<file path="config.mk">
export PLATFORM = sky130hd
export DESIGN_NAME = serial_adder_ctrl_flat
export DESIGN_NICKNAME = d
export VERILOG_FILES = /design/src/rtl/serial_adder_ctrl_if.sv /design/src/rtl/serial_adder_ctrl.sv /design/src/flat_wrapper.sv
export SDC_FILE = /design/constraint.sdc
export NUM_CORES = 1
export LEC_CHECK = 0
export CORE_ASPECT_RATIO = 1.25
export CORE_UTILIZATION = 40
export DETAILED_ROUTE_END_ITERATION = 8
export GPL_ROUTABILITY_DRIVEN = 0
export PLACE_DENSITY_LB_ADDON = 0.2
export SLEW_MARGIN = 25
export SYNTH_ARGS = -nofsm -noshare
export SYNTH_HDL_FRONTEND = slang
export SYNTH_SLANG_ARGS = --single-unit
</file>
<file path="constraint.sdc">
create_clock -name clk -period 3.9 [get_ports clk]
set_input_delay 0.78 -clock clk [delete_from_list [all_inputs] [get_ports clk]]
set_output_delay 0.78 -clock clk [all_outputs]
set_load 0.02 [all_outputs]
</file>
<file path="src/rtl/serial_adder_ctrl_if.sv">
// Operand/result bundle for the bit-serial adder sequencer.
interface serial_adder_ctrl_if #(
  parameter int WIDTH = 8
);
  logic             start;
  logic [WIDTH-1:0] a;
  logic [WIDTH-1:0] b;
  logic             cin;
  logic             busy;
  logic             done;
  logic [WIDTH-1:0] sum;
  logic             cout;

  modport master (output start, a, b, cin, input busy, done, sum, cout);
  modport slave  (input start, a, b, cin, output busy, done, sum, cout);
endinterface

</file>
<file path="src/rtl/serial_adder_ctrl.sv">
// Bit-serial adder sequencer: one shared 1-bit full adder, LSB first,
// registered carry between bits, result published only on completion.
//
// state | meaning
// IDLE  | waiting for start; sum/cout hold the last result
// RUN   | one bit pair added per clock
// DONE  | one-cycle done strobe, result valid

module full_adder (
  input  logic A,
  input  logic B,
  input  logic Cin,
  output logic Sum,
  output logic Cout
);
  assign Sum  = A ^ B ^ Cin;
  assign Cout = (A & B) | (A & Cin) | (B & Cin);
endmodule

module serial_adder_ctrl #(
  parameter int WIDTH = 8
) (
  input  logic              clk,
  input  logic              rst_n,
  serial_adder_ctrl_if.slave bus
);
  localparam int CW = $clog2(WIDTH + 1);
  localparam logic [CW-1:0] LAST = CW'(WIDTH - 1);

  typedef enum logic [1:0] {IDLE, RUN, DONE} state_t;

  state_t           state, state_nxt;
  logic [WIDTH-1:0] a_sh, b_sh, s_sh, s_next;
  logic [WIDTH-1:0] sum_q;
  logic             cout_q;
  logic             carry;
  logic [CW-1:0]    bit_cnt;
  logic             fa_sum, fa_cout;
  logic             last_bit;
  logic             busy_o, done_o;

  full_adder fa (
    .A    (a_sh[0]),
    .B    (b_sh[0]),
    .Cin  (carry),
    .Sum  (fa_sum),
    .Cout (fa_cout)
  );

  // The new bit enters at the MSB; the concat/shift form also covers WIDTH=1.
  assign s_next   = WIDTH'({fa_sum, s_sh} >> 1);
  assign last_bit = (bit_cnt == LAST);

  // State register.
  always_ff @(posedge clk or negedge rst_n) begin
    if (!rst_n) state <= IDLE;
    else        state <= state_nxt;
  end

  // Next-state decode; start is only looked at in IDLE.
  always_comb begin
    state_nxt = state;
    case (state)
      IDLE:    if (bus.start) state_nxt = RUN;
      RUN:     if (last_bit)  state_nxt = DONE;
      DONE:    state_nxt = IDLE;
      default: state_nxt = IDLE;
    endcase
  end

  // Status outputs decoded purely from registered state.
  always_comb begin
    busy_o = (state == RUN);
    done_o = (state == DONE);
  end

  // Operand capture, serial datapath and result publication.
  always_ff @(posedge clk or negedge rst_n) begin
    if (!rst_n) begin
      a_sh    <= '0;
      b_sh    <= '0;
      s_sh    <= '0;
      carry   <= 1'b0;
      bit_cnt <= '0;
      sum_q   <= '0;
      cout_q  <= 1'b0;
    end else begin
      case (state)
        IDLE: begin
          if (bus.start) begin
            a_sh    <= bus.a;
            b_sh    <= bus.b;
            carry   <= bus.cin;
            bit_cnt <= '0;
          end
        end
        RUN: begin
          s_sh    <= s_next;
          carry   <= fa_cout;
          a_sh    <= a_sh >> 1;
          b_sh    <= b_sh >> 1;
          bit_cnt <= bit_cnt + CW'(1);
          if (last_bit) begin
            sum_q  <= s_next;
            cout_q <= fa_cout;
          end
        end
        default: ;
      endcase
    end
  end

  assign bus.busy = busy_o;
  assign bus.done = done_o;
  assign bus.sum  = sum_q;
  assign bus.cout = cout_q;
endmodule

</file>
<file path="src/flat_wrapper.sv">
// flat-port wrapper written by rule: the top's interface ports become plain ports
module serial_adder_ctrl_flat 
#(
  parameter int WIDTH = 8
)
  (clk, rst_n, bus_start, bus_a, bus_b, bus_cin, bus_busy, bus_done, bus_sum, bus_cout);
  serial_adder_ctrl_if #(.WIDTH(WIDTH)) bus_i ();
  input  logic clk;
  input  logic rst_n;
  input wire logic [$bits(bus_i.start)-1:0] bus_start;
  input wire logic [$bits(bus_i.a)-1:0] bus_a;
  input wire logic [$bits(bus_i.b)-1:0] bus_b;
  input wire logic [$bits(bus_i.cin)-1:0] bus_cin;
  output wire logic [$bits(bus_i.busy)-1:0] bus_busy;
  output wire logic [$bits(bus_i.done)-1:0] bus_done;
  output wire logic [$bits(bus_i.sum)-1:0] bus_sum;
  output wire logic [$bits(bus_i.cout)-1:0] bus_cout;
  assign bus_i.start = bus_start;
  assign bus_i.a = bus_a;
  assign bus_i.b = bus_b;
  assign bus_i.cin = bus_cin;
  assign bus_busy = bus_i.busy;
  assign bus_done = bus_i.done;
  assign bus_sum = bus_i.sum;
  assign bus_cout = bus_i.cout;
  serial_adder_ctrl #(.WIDTH(WIDTH)) u_core (.clk(clk), .rst_n(rst_n), .bus(bus_i));
endmodule
</file>
==> impl_table.tex, run 1 <==
\begin{tabular}{lr}
\hline
Metric & Value \\
\hline
\multicolumn{2}{l}{\textbf{Synthesis}} \\
\quad Sequential element share of the synthesized area & 56.3\% \\
\quad Flop and latch count out of synthesis & 39 \\
\quad Distinct cell type count after synthesis & 20 \\
\quad Fraction of post-synthesis cell area in the top cell type by area & 56.3\% \\
\quad Post-Syn Area per Cell & 10.5 µm² \\
\quad Warnings from Yosys & 0 \\
\quad Synth area leader & dfrtp\_1 \\
\quad Cell types with the largest area share after synthesis & dfrtp\_1 56\%, a22oi\_1 6.5\%, nand2\_1 6.3\% \\
\quad Post-synthesis net count & 187 \\
\quad Mapped Area & 1730 µm² \\
\quad Post-Syn Instances & 165 \\
\multicolumn{2}{l}{\textbf{Power and ir drop}} \\
\quad Post-layout total power & 1610 µW \\
\quad Worst supply voltage drop on vdd & 0.485 mV \\
\quad Power per Cell Area & 744 nW/µm² \\
\quad Standby leakage power & 0.000932 µW \\
\multicolumn{2}{l}{\textbf{Timing}} \\
\quad Crit path time final & 3.01 ns \\
\quad Transition time of the tightest slew-check pin & 0.846 ns \\
\quad Slew margin rel. & 43.6\% \\
\quad Worst clock skew on the final layout & 0.00451 ns \\
\quad Final hold violation count & 0 \\
\quad Achievable clock frequency & 333 MHz \\
\quad Sum of negative setup slack & 0 ns \\
\quad Number of max-slew violations in the final report & 0 \\
\quad RSZ-0062 raised after global routing & false \\
\quad Final clock period utilization by the worst path & 77.1\% \\
\quad Number of setup violations in the final report & 0 \\
\multicolumn{2}{l}{\textbf{Setup path}} \\
\quad Crit path cell chain & nand2b\_1, inv\_1, clkdlybuf4s50\_1 \\
\quad CP Capture Type & primary output \\
\quad Capturing point of the worst reg2reg path & u\_core.bus.sum[7] \\
\quad Critical-path top delay cell & dfrtp\_1 \\
\quad Worst-case register-to-register setup slack & 1.70 ns \\
\quad Worst endpoint data arrival time & 2.23 ns \\
\quad Stage delay of the slowest cell on the critical path & 0.75 ns \\
\quad Startpoint of the most critical register-to-register path & u\_core.state[0] \\
\quad Depth of the worst register-to-register path & 3 \\
\quad Critical Path Source Type & register \\
\quad Largest driver fanout on the critical path & 24 \\
\quad Required time at the worst-slack endpoint & 3.12 ns \\
\quad Startpoint-to-endpoint class of the critical path & register to primary output \\
\multicolumn{2}{l}{\textbf{Clock tree}} \\
\quad CTS Buf Count & 5 \\
\quad Count of clock tree sinks & 39 \\
\quad Post-CTS setup buffers & 0 \\
\quad Clock insertion delay at the later pin of the skew report & 0.29 ns \\
\quad CTS tree & done \\
\quad H-Tree Depth & 2 \\
\quad Maximum buffer depth of the clock tree & 2 \\
\quad PostCTS Resize Cnt & 0 \\
\quad Clock edge transition at the registers on the reported setup and hold paths & 0.07 ns \\
\quad Hold bufs inserted after CTS & 0 \\
\quad CTS root buf & clkbuf\_8 \\
\multicolumn{2}{l}{\textbf{Route}} \\
\quad Count of TritonRoute iterations in the first routing pass & 4 \\
\quad Antenna-violating nets left & 0 \\
\quad Number of violations reported at the end of detailed-routing iteration 0 & 69 \\
\quad Count of unresolved DRC violations after routing & 0 \\
\quad Average wire length per cell after detail routing & 13.8 µm \\
\quad Post-detailed-route via-to-cell ratio & 5.13 \\
\quad Final Routed Wirelength & 3.48 mm \\
\quad Vias & 1288 \\
\multicolumn{2}{l}{\textbf{Die}} \\
\quad I/O pin total & 31 \\
\quad Height of the die & 75.6 µm \\
\quad Effective utilization at floorplan & 41.9\% \\
\quad Row count & 26 \\
\quad Overall die area & 4600 µm² \\
\quad Floorplan Core Area & 4130 µm² \\
\quad Die outline width & 60.9 µm \\
\multicolumn{2}{l}{\textbf{GRT}} \\
\quad Number of antenna violations at the first check in global routing & 0 \\
\quad GR Util All Layers & 17.8\% \\
\quad Pin count of the biggest net entering global routing & 40 \\
\quad GRT Residual Overflow & 0 \\
\quad Wire length of the first global-routing pass & 5.94 mm \\
\quad Vias in the first global route & 1285 \\
\multicolumn{2}{l}{\textbf{Worst hold path}} \\
\quad End point of the most critical hold path & u\_core.s\_sh[4] \\
\quad Hold-critical path depth & 2 \\
\quad Class of the tightest hold or removal check & register to register \\
\quad Startpoint of the most critical hold path & u\_core.s\_sh[5] \\
\multicolumn{2}{l}{\textbf{Finish}} \\
\quad Proportion of layout cells with a drive suffix above 1 & 10.3\% \\
\quad Non-Filler Instances & 251 \\
\quad Final core utilization & 52.3\% \\
\quad Nets & 217 \\
\quad Area added between synthesis and finish & 24.7\% \\
\quad Antenna diodes & 0 \\
\multicolumn{2}{l}{\textbf{Placement}} \\
\quad Final HPWL DP & 2.32 mm \\
\quad Placed Cells incl. Taps & 244 \\
\quad \# port buffers & 30 \\
\multicolumn{2}{l}{\textbf{Outcome}} \\
\quad Status & finished, final reports clean \\
\multicolumn{2}{l}{\textbf{Run}} \\
\quad Max Cap Viol & 0 \\
\hline
\end{tabular}
## worst max-delay path: cells and delay by family (launching register included)
kind | cells | cell delay, ns
flip-flops | 1 | 0.75
AND/OR/NAND/NOR | 1 | 0.41
buffers and inverters | 2 | 0.77
## power by group
part / internal, µW / switching, µW
clock: 139 / 132
combinational: 298 / 314
sequential: 571 / 154
## cell usage in the layout, fill, tap and decap left out
cell type	synthesis	layout
nand3_1	2	2
mux2i_1	1	1
o21ai_0	18	18
a22o_1	2	2
nor2b_1	17	17
a22oi_1	15	15
nand2_1	29	29
inv_1	1	1
buf_2	5	1
clkinv_2	0	1
dfrtp_1	39	39
o311ai_0	1	1
nor2_1	1	1
fa_1	1	1
o21bai_1	1	1
mux2_2	9	9
buf_4	0	2
nor3_4	1	1
clkbuf_8	0	6
clkdlybuf4s50_1	0	29
ha_1	1	1
nand2b_1	2	2
a21oi_1	15	15
## how the worst max path moves through the flow
stage	from	slack, ns	end	cells past startpoint
2_1_floorplan	u_core.state[1]	1.87	bus_done	3
3_3_place_gp	u_core.state[0]	1.20	bus_busy	3
3_5_place_dp	u_core.state[0]	1.20	bus_busy	3
4_1_cts	u_core.state[0]	0.88	bus_busy	3
5_1_grt	u_core.state[0]	0.69	bus_busy	3
6_report	u_core.state[0]	0.89	bus_busy	3
## sequential cells by signal, summed over array words and instances (netlist names)
register         count
u_core.a_sh          8
u_core.b_sh          8
u_core.bit_cnt       4
u_core.bus.cout      1
u_core.bus.sum       8
u_core.carry         1
u_core.s_sh          7
u_core.state         2
## layout make-up
class	count	area, µm²
Clock buffer	6	82.6
Clock inverter	1	5.00
Fill cell	394	1970
Inverter	1	3.75
Multi-Input combinational cell	116	713
Sequential cell	39	976
Tap cell	56	70.1
Timing Repair Buffer	32	310
## per-stage QoR
step / hold WS [ns] / instance area (µm²) / worst slack, ns
floorplan: 0.440 / 1730 / 1.87
global placement: 0.475 / 2070 / 1.20
detailed placement: 0.479 / 2070 / 1.20
CTS: 0.497 / 2160 / 0.876
global route: 0.532 / 2160 / 0.687
finish: 0.495 / 2160 / 0.894
## logic make-up after synthesis
group	share of synthesized area, %
multiplexers	6.43
flip-flops	56.3
adder cells (fa/ha/maj)	1.88
buffers and inverters	2.53
AND/OR/NAND/NOR	14.9
AO/OA/AOI/OAI	18.0
## synthesized netlist by cell type (all sizes together)
| cell type | n |
|---|---|
| dfrtp | 39 |
| nand2 | 29 |
| o21ai | 18 |
| nor2b | 17 |
| a21oi | 15 |
| a22oi | 15 |
| mux2 | 9 |
| buf | 5 |
| clkbuf | 4 |
| a22o | 2 |
| nand2b | 2 |
| nand3 | 2 |
| fa | 1 |
| ha | 1 |
| inv | 1 |
| mux2i | 1 |
| nor2 | 1 |
| nor3 | 1 |
| o21bai | 1 |
| o311ai | 1 |
## metal layers
metal | GRT usage [%] | vias up | wire length [µm]
met1 | 22.2 | 623 | 1560
met5 | 0 | - | 0
met4 | 7.58 | 0 | 61
met3 | 4.58 | 5 | 122
met2 | 29.3 | 27 | 1730
li1 | - | 633 | -
Note: power is estimated with default switching activity, not from simulation.
==> inputs of run 2 (changes only) <==
Clock period 3.9 ns to 2.6 ns, I/O delays scaled along.
==> impl_table.tex, run 2 (synthesized netlist as in run 1, its figures left out) <==
\begin{tabular}{lr}
\hline
Metric & Value \\
\hline
\multicolumn{2}{l}{\textbf{Outcome}} \\
\quad Status & finished, final reports clean \\
\multicolumn{2}{l}{\textbf{Timing}} \\
\quad Worst clock skew on the final layout & 0.00660 ns (+0.00209 ns) \\
\quad RSZ-0062 raised after global routing & false \\
\quad Worst-case setup margin in the final layout & 0.336 ns (-0.558 ns) \\
\quad Number of max-slew violations in the final report & 0 (unchanged) \\
\quad Final clock period utilization by the worst path & 87.1\% \\
\quad Slew margin rel. & 42.8\% (-0.79 points) \\
\quad Transition time of the tightest slew-check pin & 0.858 ns (+0.0118 ns) \\
\quad Achievable clock frequency & 442 MHz \\
\quad Crit path time final & 2.26 ns \\
\quad Number of setup violations in the final report & 0 (unchanged) \\
\quad Final hold violation count & 0 (unchanged) \\
\quad Sum of negative setup slack & 0 ns (unchanged) \\
\multicolumn{2}{l}{\textbf{GRT}} \\
\quad Pin count of the biggest net entering global routing & 40 (unchanged) \\
\quad Vias in the first global route & 1318 (+2.6\%) \\
\quad Number of antenna violations at the first check in global routing & 0 (unchanged) \\
\quad GR Util All Layers & 17.7\% (-0.087 points) \\
\quad Wire length of the first global-routing pass & 5.95 mm (+0.12\%) \\
\quad GRT Residual Overflow & 0 (unchanged) \\
\multicolumn{2}{l}{\textbf{Power and ir drop}} \\
\quad Power per Cell Area & 1120 nW/µm² (+50\%) \\
\quad Post-layout total power & 2460 µW (+53\%) \\
\quad Worst supply voltage drop on vdd & 0.715 mV (+47\%) \\
\quad Standby leakage power & 0.000956 µW (+2.6\%) \\
\multicolumn{2}{l}{\textbf{Clock tree}} \\
\quad Post-CTS setup buffers & 0 (unchanged) \\
\quad H-Tree Depth & 2 (unchanged) \\
\quad PostCTS Resize Cnt & 0 (unchanged) \\
\quad Hold bufs inserted after CTS & 0 (unchanged) \\
\quad Clock insertion delay at the later pin of the skew report & 0.28 ns (about the same) \\
\quad CTS Buf Count & 5 (unchanged) \\
\quad CTS tree & done \\
\quad CTS root buf & clkbuf\_8 \\
\quad Count of clock tree sinks & 39 (unchanged) \\
\quad Clock edge transition at the registers on the reported setup and hold paths & 0.08 ns (about the same) \\
\quad Maximum buffer depth of the clock tree & 2 (unchanged) \\
\multicolumn{2}{l}{\textbf{Route}} \\
\quad Antenna-violating nets left & 0 (unchanged) \\
\quad Vias & 1330 (+3.3\%) \\
\quad Final Routed Wirelength & 3.61 mm (+3.7\%) \\
\quad Count of TritonRoute iterations in the first routing pass & 4 (unchanged) \\
\quad Average wire length per cell after detail routing & 14.0 µm (+0.93\%) \\
\quad Number of violations reported at the end of detailed-routing iteration 0 & 70 (+1.4\%) \\
\quad Post-detailed-route via-to-cell ratio & 5.16 (+0.46\%) \\
\quad Count of unresolved DRC violations after routing & 0 (unchanged) \\
\multicolumn{2}{l}{\textbf{Setup path}} \\
\quad Crit-path most repeated cell & buf\_4 \\
\quad Critical-path top delay cell & clkdlybuf4s50\_1 \\
\quad Worst endpoint data arrival time & 1.74 ns (-0.49 ns) \\
\quad Largest driver fanout on the critical path & 13 (-46\%) \\
\quad Worst-case register-to-register setup slack & 0.84 ns (-0.86 ns) \\
\quad Crit path cell chain & buf\_4, nand2b\_1, buf\_4, inv\_1, clkdlybuf4s50\_1 \\
\quad Capturing point of the worst reg2reg path & u\_core.bus.sum[7] \\
\quad Critical Path Source Type & register \\
\quad Depth of the worst register-to-register path & 5 (+2) \\
\quad Required time at the worst-slack endpoint & 2.08 ns (-1.04 ns) \\
\quad Sum of buffers and inverters on the critical path & 4 (+2) \\
\quad Startpoint-to-endpoint class of the critical path & register to primary output \\
\quad Startpoint of the most critical register-to-register path & u\_core.state[0] \\
\quad CP Capture Type & primary output \\
\quad Stage delay of the slowest cell on the critical path & 0.60 ns (-0.15 ns) \\
\quad Top cell family by delay on the critical path & buffers and inverters \\
\multicolumn{2}{l}{\textbf{Finish}} \\
\quad Area added between synthesis and finish & 26.9\% \\
\quad Final core utilization & 53.2\% (+0.94 points) \\
\quad Commonest cells after routing, fill and taps aside & 39 x dfrtp\_1, 29 x nand2\_1, 29 x clkdlybuf4s50\_1 \\
\quad Fill cells & 390 (-1.0\%) \\
\quad Proportion of layout cells with a drive suffix above 1 & 12.4\% (+2.1 points) \\
\quad Nets & 223 (+2.8\%) \\
\quad Antenna diodes & 0 (unchanged) \\
\quad Commonest non-fill, non-tap cell in the layout & dfrtp\_1 \\
\multicolumn{2}{l}{\textbf{Placement}} \\
\quad Final HPWL DP & 2.44 mm (+5.1\%) \\
\quad \# port buffers & 30 (unchanged) \\
\quad Worst slack at placement & 0.577 ns (-0.620 ns) \\
\multicolumn{2}{l}{\textbf{Die}} \\
\quad Effective utilization at floorplan & 41.9\% (unchanged) \\
\quad Floorplan Core Area & 4130 µm² (unchanged) \\
\quad Die outline width & 60.9 µm (unchanged) \\
\quad Row count & 26 (unchanged) \\
\quad Overall die area & 4600 µm² (unchanged) \\
\quad Height of the die & 75.6 µm (unchanged) \\
\quad I/O pin total & 31 (unchanged) \\
\multicolumn{2}{l}{\textbf{Worst hold path}} \\
\quad Class of the tightest hold or removal check & primary input to async pin \\
\multicolumn{2}{l}{\textbf{Run}} \\
\quad Max Cap Viol & 0 (unchanged) \\
\hline
\end{tabular}
run 2: changes by cell type in the layout (fill, tap and decap cells not counted), sizes merged:
cell,previous run,this run
buf,3,9
clkbuf,6,7
run 2: through the flow:
stage	hold WS [ns]	area (µm²)	instances
floorplan	0.224	1730	165
global placement	0.464	2120	250
detailed placement	0.472	2120	250
CTS	0.368	2200	258
global route	0.424	2200	258
finish	0.346	2200	258
run 2: how the worst max path moves through the flow:
stage                         start                end  depth (start not counted)
floorplan           u_core.state[1]           bus_done                          3
global placement          bus_start  u_core.bit_cnt[3]                          4
detailed placement        bus_start  u_core.bit_cnt[3]                          4
CTS                 u_core.state[0]           bus_busy                          5
global route        u_core.state[0]           bus_busy                          5
finish              u_core.state[0]           bus_busy                          5
run 2: cell type report:
type / instances / area, µm² / area share, %
multi-input combinational: 116 / 713 / 32.4
tap: 56 / 70.1 / 3.19
clock inverter: 1 / 5.00 / 0.228
clock buffer: 7 / 76.3 / 3.47
inverter: 1 / 3.75 / 0.171
sequential: 39 / 976 / 44.4
timing repair buffer: 38 / 355 / 16.2
run 2: power by group:
| group | internal (µW) | switching [µW] | total, µW |
|---|---|---|---|
| clock | 188 | 197 | 385 |
| combinational | 489 | 549 | 1040 |
| sequential | 857 | 176 | 1030 |
run 2: metal layers:
layer	vias up	global-route usage, %	part of all wire [%]
met1	646	21.0	44
met5	-	0	0
met3	5	3.74	3.6
met4	0	6.31	1.2
li1	648	-	-
met2	31	31.5	51
run 2: worst register-to-register path, stage by stage, from the launching register on:
cell and delay (ns):
dfrtp_1 0.35, buf_4 0.18, nand2b_1 0.08, buf_4 0.18
nor3_4 0.46, mux2_2 0.40
